File: config.mk
export PLATFORM = sky130hd
export DESIGN_NAME = lif_neuron
export DESIGN_NICKNAME = d
export VERILOG_FILES = /design/src/rtl/snn_pkg.sv /design/src/rtl/lif_update.sv /design/src/rtl/lif_neuron.sv
export SDC_FILE = /design/constraint.sdc
export NUM_CORES = 1
export LEC_CHECK = 0
export ABC_CLOCK_PERIOD_IN_PS = 6790
export CAP_MARGIN = 40
export CORE_MARGIN = 2
export CORE_UTILIZATION = 45
export DETAILED_ROUTE_END_ITERATION = 6
export PLACE_DENSITY = 0.7
export SYNTH_ARGS = -nofsm -noshare
export SYNTH_HDL_FRONTEND = slang
export SYNTH_SLANG_ARGS = --single-unit
File: constraint.sdc
create_clock -name clk -period 6.79 [get_ports clk]
set_input_delay 0.679 -clock clk [delete_from_list [all_inputs] [get_ports clk]]
set_output_delay 0.679 -clock clk [all_outputs]
set_load 0.005 [all_outputs]
File: src/rtl/snn_pkg.sv
// Shared types and defaults for the spiking-neuron datapath.
package snn_pkg;

    localparam int SUM_W_DEF   = 19;
    localparam int POT_W_DEF   = 24;
    localparam int SPIKE_CNT_W = 16;

    // Neuron control states; exported on state_dbg for observation.
    typedef enum logic [1:0] {
        INTEGRATE = 2'd0,
        FIRE      = 2'd1,
        REFRAC    = 2'd2
    } lif_state_e;

endpackage

File: src/rtl/lif_update.sv
// Combinational membrane update: leak, add the new sum, clamp, compare to threshold.
module lif_update #(
    parameter int SUM_W      = 19,
    parameter int POT_W      = 24,
    parameter int LEAK_SHIFT = 4
) (
    input  logic [POT_W-1:0] v,
    input  logic [SUM_W-1:0] sum,
    input  logic [POT_W-1:0] threshold,
    output logic [POT_W-1:0] v_next,
    output logic             fire
);

    logic [POT_W:0] v_ext;
    logic [POT_W:0] leak;
    logic [POT_W:0] acc;

    // One extra bit catches overflow of the add; leak never exceeds v so no underflow.
    always_comb begin
        v_ext  = {1'b0, v};
        leak   = v_ext >> LEAK_SHIFT;
        acc    = v_ext - leak + {{(POT_W + 1 - SUM_W){1'b0}}, sum};
        v_next = acc[POT_W] ? {POT_W{1'b1}} : acc[POT_W-1:0];
        fire   = (v_next >= threshold);
    end

endmodule

File: src/rtl/lif_neuron.sv
// Leaky integrate-and-fire neuron: FSM, refractory counter and spike counter
// around the combinational lif_update datapath.
//
// Handshake: a sample transfers on a rising edge where in_valid && in_ready
// and clear is low. in_ready depends only on state, never on in_valid; a
// sample offered while in_ready is low is not consumed and must be held or
// re-presented by the producer.
module lif_neuron
    import snn_pkg::*;
#(
    parameter int SUM_W         = SUM_W_DEF,
    parameter int POT_W         = POT_W_DEF,
    parameter int LEAK_SHIFT    = 4,
    parameter int REFRAC_CYCLES = 3
) (
    input  logic                   clk,
    input  logic                   rst_n,
    input  logic                   in_valid,
    output logic                   in_ready,
    input  logic [SUM_W-1:0]       sum,
    input  logic [POT_W-1:0]       threshold,
    input  logic                   clear,
    output logic                   spike,
    output logic [POT_W-1:0]       potential,
    output logic                   refractory,
    output logic [SPIKE_CNT_W-1:0] spike_count,
    output lif_state_e             state_dbg
);

    localparam int CNT_W = (REFRAC_CYCLES > 0) ? $clog2(REFRAC_CYCLES + 1) : 1;

    lif_state_e             state_q, state_d;
    logic [POT_W-1:0]       pot_q, pot_d;
    logic [CNT_W-1:0]       cnt_q, cnt_d;
    logic                   spike_q, spike_d;
    logic [SPIKE_CNT_W-1:0] scnt_q, scnt_d;

    logic [POT_W-1:0]       v_next;
    logic                   fire;
    logic                   accept;

    lif_update #(
        .SUM_W      (SUM_W),
        .POT_W      (POT_W),
        .LEAK_SHIFT (LEAK_SHIFT)
    ) u_update (
        .v         (pot_q),
        .sum       (sum),
        .threshold (threshold),
        .v_next    (v_next),
        .fire      (fire)
    );

    assign in_ready    = (state_q == INTEGRATE);
    assign refractory  = (state_q != INTEGRATE);
    assign accept      = in_valid & in_ready & ~clear;
    assign spike       = spike_q;
    assign potential   = pot_q;
    assign spike_count = scnt_q;
    assign state_dbg   = state_q;

    // State, potential, counters and spike pulse registers.
    always_ff @(posedge clk or negedge rst_n) begin
        if (!rst_n) begin
            state_q <= INTEGRATE;
            pot_q   <= '0;
            cnt_q   <= '0;
            spike_q <= 1'b0;
            scnt_q  <= '0;
        end else begin
            state_q <= state_d;
            pot_q   <= pot_d;
            cnt_q   <= cnt_d;
            spike_q <= spike_d;
            scnt_q  <= scnt_d;
        end
    end

    // Next-state logic; clear overrides everything and drops any offered sample.
    always_comb begin
        state_d = state_q;
        pot_d   = pot_q;
        cnt_d   = cnt_q;
        spike_d = 1'b0;
        scnt_d  = scnt_q;
        if (clear) begin
            state_d = INTEGRATE;
            pot_d   = '0;
            cnt_d   = '0;
            scnt_d  = '0;
        end else begin
            case (state_q)
                INTEGRATE: begin
                    if (accept) begin
                        if (fire) begin
                            pot_d   = '0;
                            state_d = FIRE;
                            spike_d = 1'b1;
                            scnt_d  = (scnt_q == {SPIKE_CNT_W{1'b1}}) ? scnt_q : scnt_q + 1'b1;
                        end else begin
                            pot_d = v_next;
                        end
                    end
                end
                FIRE: begin
                    if (REFRAC_CYCLES == 0) begin
                        state_d = INTEGRATE;
                    end else begin
                        state_d = REFRAC;
                        cnt_d   = CNT_W'(REFRAC_CYCLES);
                    end
                end
                REFRAC: begin
                    if (cnt_q <= CNT_W'(1)) begin
                        state_d = INTEGRATE;
                        cnt_d   = '0;
                    end else begin
                        cnt_d = cnt_q - 1'b1;
                    end
                end
                default: begin
                    state_d = INTEGRATE;
                    cnt_d   = '0;
                end
            endcase
        end
    end

endmodule

# Word level (Yosys, flattened, before mapping)
# Cells that the tools add are included.
[totals]
reg_bits = 45
inputBits = 47
out_inout_bits = 45
wordCells = 52
[classes]
add_sub_neg = 4
order_cmp = 2
n_eq_ne = 8
muxes = 22
bitwise_logic = 3
n_reduce_logical = 8
[op_table]
columns = ["operator", "n"]
rows = [
  ["$mux W24", 5],
  ["$mux W16", 5],
  ["$add A25 B19 Y25", 1],
  ["$sub A24 B20 Y25", 1],
  ["$ge A24 B24 Y1", 1],
  ["$add A16 B1 Y16 const B", 1],
  ["$eq A16 B16 Y1 const B", 1],
  ["$mux W2", 6],
  ["$pmux W2 S3", 2],
  ["$reduce_bool A2 Y1", 4],
  ["$ne A3 B1 Y1 const B", 2],
  ["$mux W1", 4],
  ["$reduce_and A4 Y1", 1],
  ["$ne A3 B3 Y1 const B", 1],
  ["$reduce_and A3 Y1", 1],
  ["$and A1 B1 Y1", 2],
  ["$eq A2 B1 Y1 const B", 1],
  ["$eq A2 B2 Y1 const B", 1],
  ["$le A2 B1 Y1 const B", 1],
  ["$logic_not A2 Y1", 1],
  ["$ne A2 B1 Y1 const B", 1],
  ["$ne A2 B2 Y1 const B", 1],
  ["$reduce_and A2 Y1", 1],
  ["$sub A2 B1 Y2 const B", 1],
  ["$not A1 Y1", 1],
]

# Longest topological paths before layout
[depth]
depth_word = 8
mapped_depth = 22
depth_no_buf = 20

# Hierarchy
# Synthesis repeated with hierarchy kept, for this count alone.
[unflattened]
cells_unflattened = 561
hier_area_um2 = 4799.6
[modules_own_cells]
columns = ["module", "instances", "cells_each", "area_each_um2", "seq_area_each_um2"]
rows = [
  ["lif_update", 1, 371, 2695.1, 0.0],
  ["lif_neuron", 1, 190, 2104.5, 1126.1],
]

# Worst setup path after synthesis
# Ideal clock, no wire load.
[synth_path]
path_type = "input-to-reg"
start = "in sum[1]"
end = "reg scnt_q[10] (netlist: spike_count[10])"
setup_ns = 0.128
arrival_ns = 5.532
t_required_ns = 6.662
slack_ns = 1.130
cell_stages = 21
n_path_buf = 2
cell_sequence = "inv_1 -> fa_1 -> inv_1 -> fa_1 -> a211oi_1 -> o211ai_1 -> a31oi_1 -> a31oi_1 -> a2111o_1 -> clkbuf_1 -> a31oi_1 -> inv_1 -> ha_1 -> a21o_1 -> a221oi_1 -> o21ai_1 -> a2111o_1 -> a21oi_1 -> buf_2 -> nor4_1 -> mux2_1"
[synth_via]
elab_chain_len = 5
[synth_lines]
columns = ["element", "line_no", "rtl"]
rows = [
  ["start: declaration", "lif_neuron.sv:20", "input logic [SUM_W-1:0] sum,"],
  ["$add A25 B19 Y25", "lif_update.sv:22", "acc = v_ext - leak + {{(POT_W + 1 - SUM_W){1'b0}}, sum};"],
  ["$mux W24", "lif_update.sv:23", "v_next = acc[POT_W] ? {POT_W{1'b1}} : acc[POT_W-1:0];"],
  ["$ge A24 B24 Y1", "lif_update.sv:24", "fire = (v_next >= threshold);"],
  ["$reduce_bool A2 Y1 (no source line)", "n/a", ""],
  ["$reduce_and A4 Y1 (no source line)", "n/a", ""],
  ["end signal: assignment", "lif_neuron.sv:75", "scnt_q <= scnt_d;"],
  ["end: declaration", "lif_neuron.sv:36", "logic [SPIKE_CNT_W-1:0] scnt_q, scnt_d;"],
]
# Every way passes these cells.
# A chain may end at the register's enable or synchronous reset.

# Worst setup path in the final report
[layout_path]
start = "in sum[1]"
end = "reg scnt_q[9] (netlist: spike_count[9])"
# Same word-level chain as after synthesis.

==> results.yml <==
setup_path:
  worstSetupPathType: "input pin to register"
  arrival_ns: 6.50
  crit_path_max_fanout: 22
  r2r.worst_path.cells: 20
  cp-end-kind: "register"
  cp_data_required_time_ns: 6.99
  start_kind: "input pin"
yosys:
  syn_inst: 613
  yosys_warnings: 0
  ys_types: 57
  synth_ff_type: "dfrtp_1"
  synthTopCellsByArea: "dfrtp_1 23%, ha_1 14%, inv_1 9.0%"
  synth_most_common_cell: "inv_1"
  syn-cell-area_mm2: 0.004872
  ys_ff_latch: 45
  synth_common_cells: "117 x inv_1, 59 x nand2_1, 55 x ha_1"
  seq_area_frac_synth_pct: 23.11
  syn_avg_cell_area_um2: 7.948
  synth.top_cell.area_share_pct: 23.11
  yosysTopAreaCell: "dfrtp_1"
  synthArstFlopShare_pct: 100.0
  synth_edf_count: 0
  synth_fp_nets: 734
floorplan:
  die_h_um: 108.1
  fp-row-count: 37
  io_pins: 92
  fp.dieArea_mm2: 0.01168
  initial_core_util_pct: 46.77
  die_w_um: 108.1
  core_area_mm2: 0.01042
power_and_ir_drop:
  p_leak_nw: 2.858
  powerDensity_mw_per_mm2: 437.8
  ir_drop_mv: 0.2140
cts:
  cts_made_buffers: 5
  cts_buffer_depth: 2
  cts_tree: "done"
  cts_resized: 0
  clkSlewWorstSetupHoldPaths_ns: 0.10
  clock_sinks: 45
  clockRootBuffer: "clkbuf_8"
  ctsHoldBuffers: 0
  cts_setup_buffers: 0
  clock_latency_ns: 0.31
  cts-htree-levels: 2
place:
  place_congestion: 0.9581
  portBuffers: 91
  hpwl_mm: 10.46
routing:
  drt_first_iter_violations: 216
  vias: 4582
  first_pass_iters: 6
  wire_per_inst_um: 15.89
  postRouteWirelength_mm: 13.26
  drtAntennaViolNets: 0
  vias_per_cell: 5.494
  drc: 0
global_routing:
  grt_use_total_pct: 23.60
  antenna_found_initial: 0
  grt_max_degree: 39
  overflow: 0
  grt_first_pass_wirelength_mm: 22.00
  grt_pass1_vias: 4557
min_path:
  hp-class: "input pin to asynchronous set/reset pin"
layout:
  diodes: 0
  post-route-util_pct: 58.25
  nNetsFinal: 818
  post_route_cells_drive_above_1_share_pct: 3.295
  syn2layout_area_growth_pct: 24.52
timing:
  finalClockSkew_ns: 0.01366
  worst_slew_pin_slew_ns: 0.7190
  setup-violations-final: 0
  finalWorstPathRequiredPeriod_ns: 6.296
  grt_setup_unrepaired: "no"
  tns_ns: 0
  finalCritPeriodShare_pct: 92.72
  fmax_mhz: 158.8
  finalHoldViolCount: 0
  slew_headroom_pct: 52.06
  slew_viol_final: 0
  holdWs_ns: 0.2920
job:
  maxCapViolations: 0
outcome:
  status: "finished, final reports clean"
-- sequential cells by signal, summed over array words and instances (netlist names) --
signal and cells:
potential 24, spike_count 16, cnt_q 2, state_dbg 2, spike 1
-- final timing paths --
check / from / slack [ns] / endpoint
min in group clk: potential[0]$_DFFE_PN0P_ / 0.55 / potential[0]$_DFFE_PN0P_
max in group asynchronous: rst_n / 5.97 / potential[3]$_DFFE_PN0P_
max: sum[1] / 0.49 / spike_count[9]$_DFFE_PN0P_
max reg2reg: potential[1]$_DFFE_PN0P_ / 0.93 / spike_count[9]$_DFFE_PN0P_
min reg2reg: potential[0]$_DFFE_PN0P_ / 0.55 / potential[0]$_DFFE_PN0P_
min: rst_n / 0.29 / spike_count[12]$_DFFE_PN0P_
-- power by group --
group	total (mW)	internal (mW)	switching, mW
Clock	0.250	0.146	0.103
Sequential	0.368	0.314	0.0538
Combinational	2.04	0.828	1.21
-- cells by family after synthesis --
kind of cell    Yosys count  share of synthesized area (%)
mux                      14                          3.184
fa+ha+maj                74                          21.93
compound gates          142                          18.95
xor+xnor                 21                          3.775
simple gates            175                          18.00
buf+inv                 142                          11.04
flops                    45                          23.11
-- critical path, stage by stage --
cell and delay, ns:
clkdlybuf4s50_1 0.45, inv_1 0.05, fa_1 0.52, inv_1 0.07
fa_1 0.48, a211oi_1 0.31, o211ai_1 0.18, a31oi_1 0.32
a31oi_1 0.19, a2111o_1 0.59, a31oi_1 0.27, inv_1 0.07
ha_1 0.31, a21o_1 0.18, a221oi_1 0.29, o21ai_1 0.12
a2111o_1 0.49, a21oi_1 0.17, buf_4 0.26, or4b_1 0.16
mux2_1 0.31
-- layout make-up --
cell class              instances  area [um2]
clock inverters                 3       65.06
fillers                       937        4349
multi-input cells             426        3208
well taps                     136       170.2
flip-flops and latches         45        1126
repair buffers                 99       978.4
clock buffers                   5       68.82
inverters                     120       450.4
-- layer usage --
layer	GRT usage [%]	vias to the layer above	share of wire [%]
li1	-	2255	-
met1	32.18	2129	45
met2	38.59	172	46
met3	3.918	26	6.2
met4	6.960	0	2.1
met5	0	-	0
-- per-stage QoR --
stage          setup WS (ns)  instance area, um2  total power [mW]  instances
6_report              0.4944                6067             2.656        834
5_1_grt               0.1629                6067             2.927        834
4_1_cts               0.5539                6067             2.642        834
3_5_place_dp          0.2264                5933             2.374        826
3_3_place_gp          0.4103                5913             2.342        825
2_1_floorplan          1.130                4872             1.797        613
-- cell usage in the layout (no fill, tap or decap), types with 18 or more instances in the layout --
master           count
inv_1              117
clkdlybuf4s50_1     90
nand2_1             59
ha_1                55
dfrtp_1             45
nor2_1              33
a21oi_1             29
o21ai_1             20
fa_1                19
o211ai_1            18
a31oi_1             18
(Power assumes the default switching activity.)
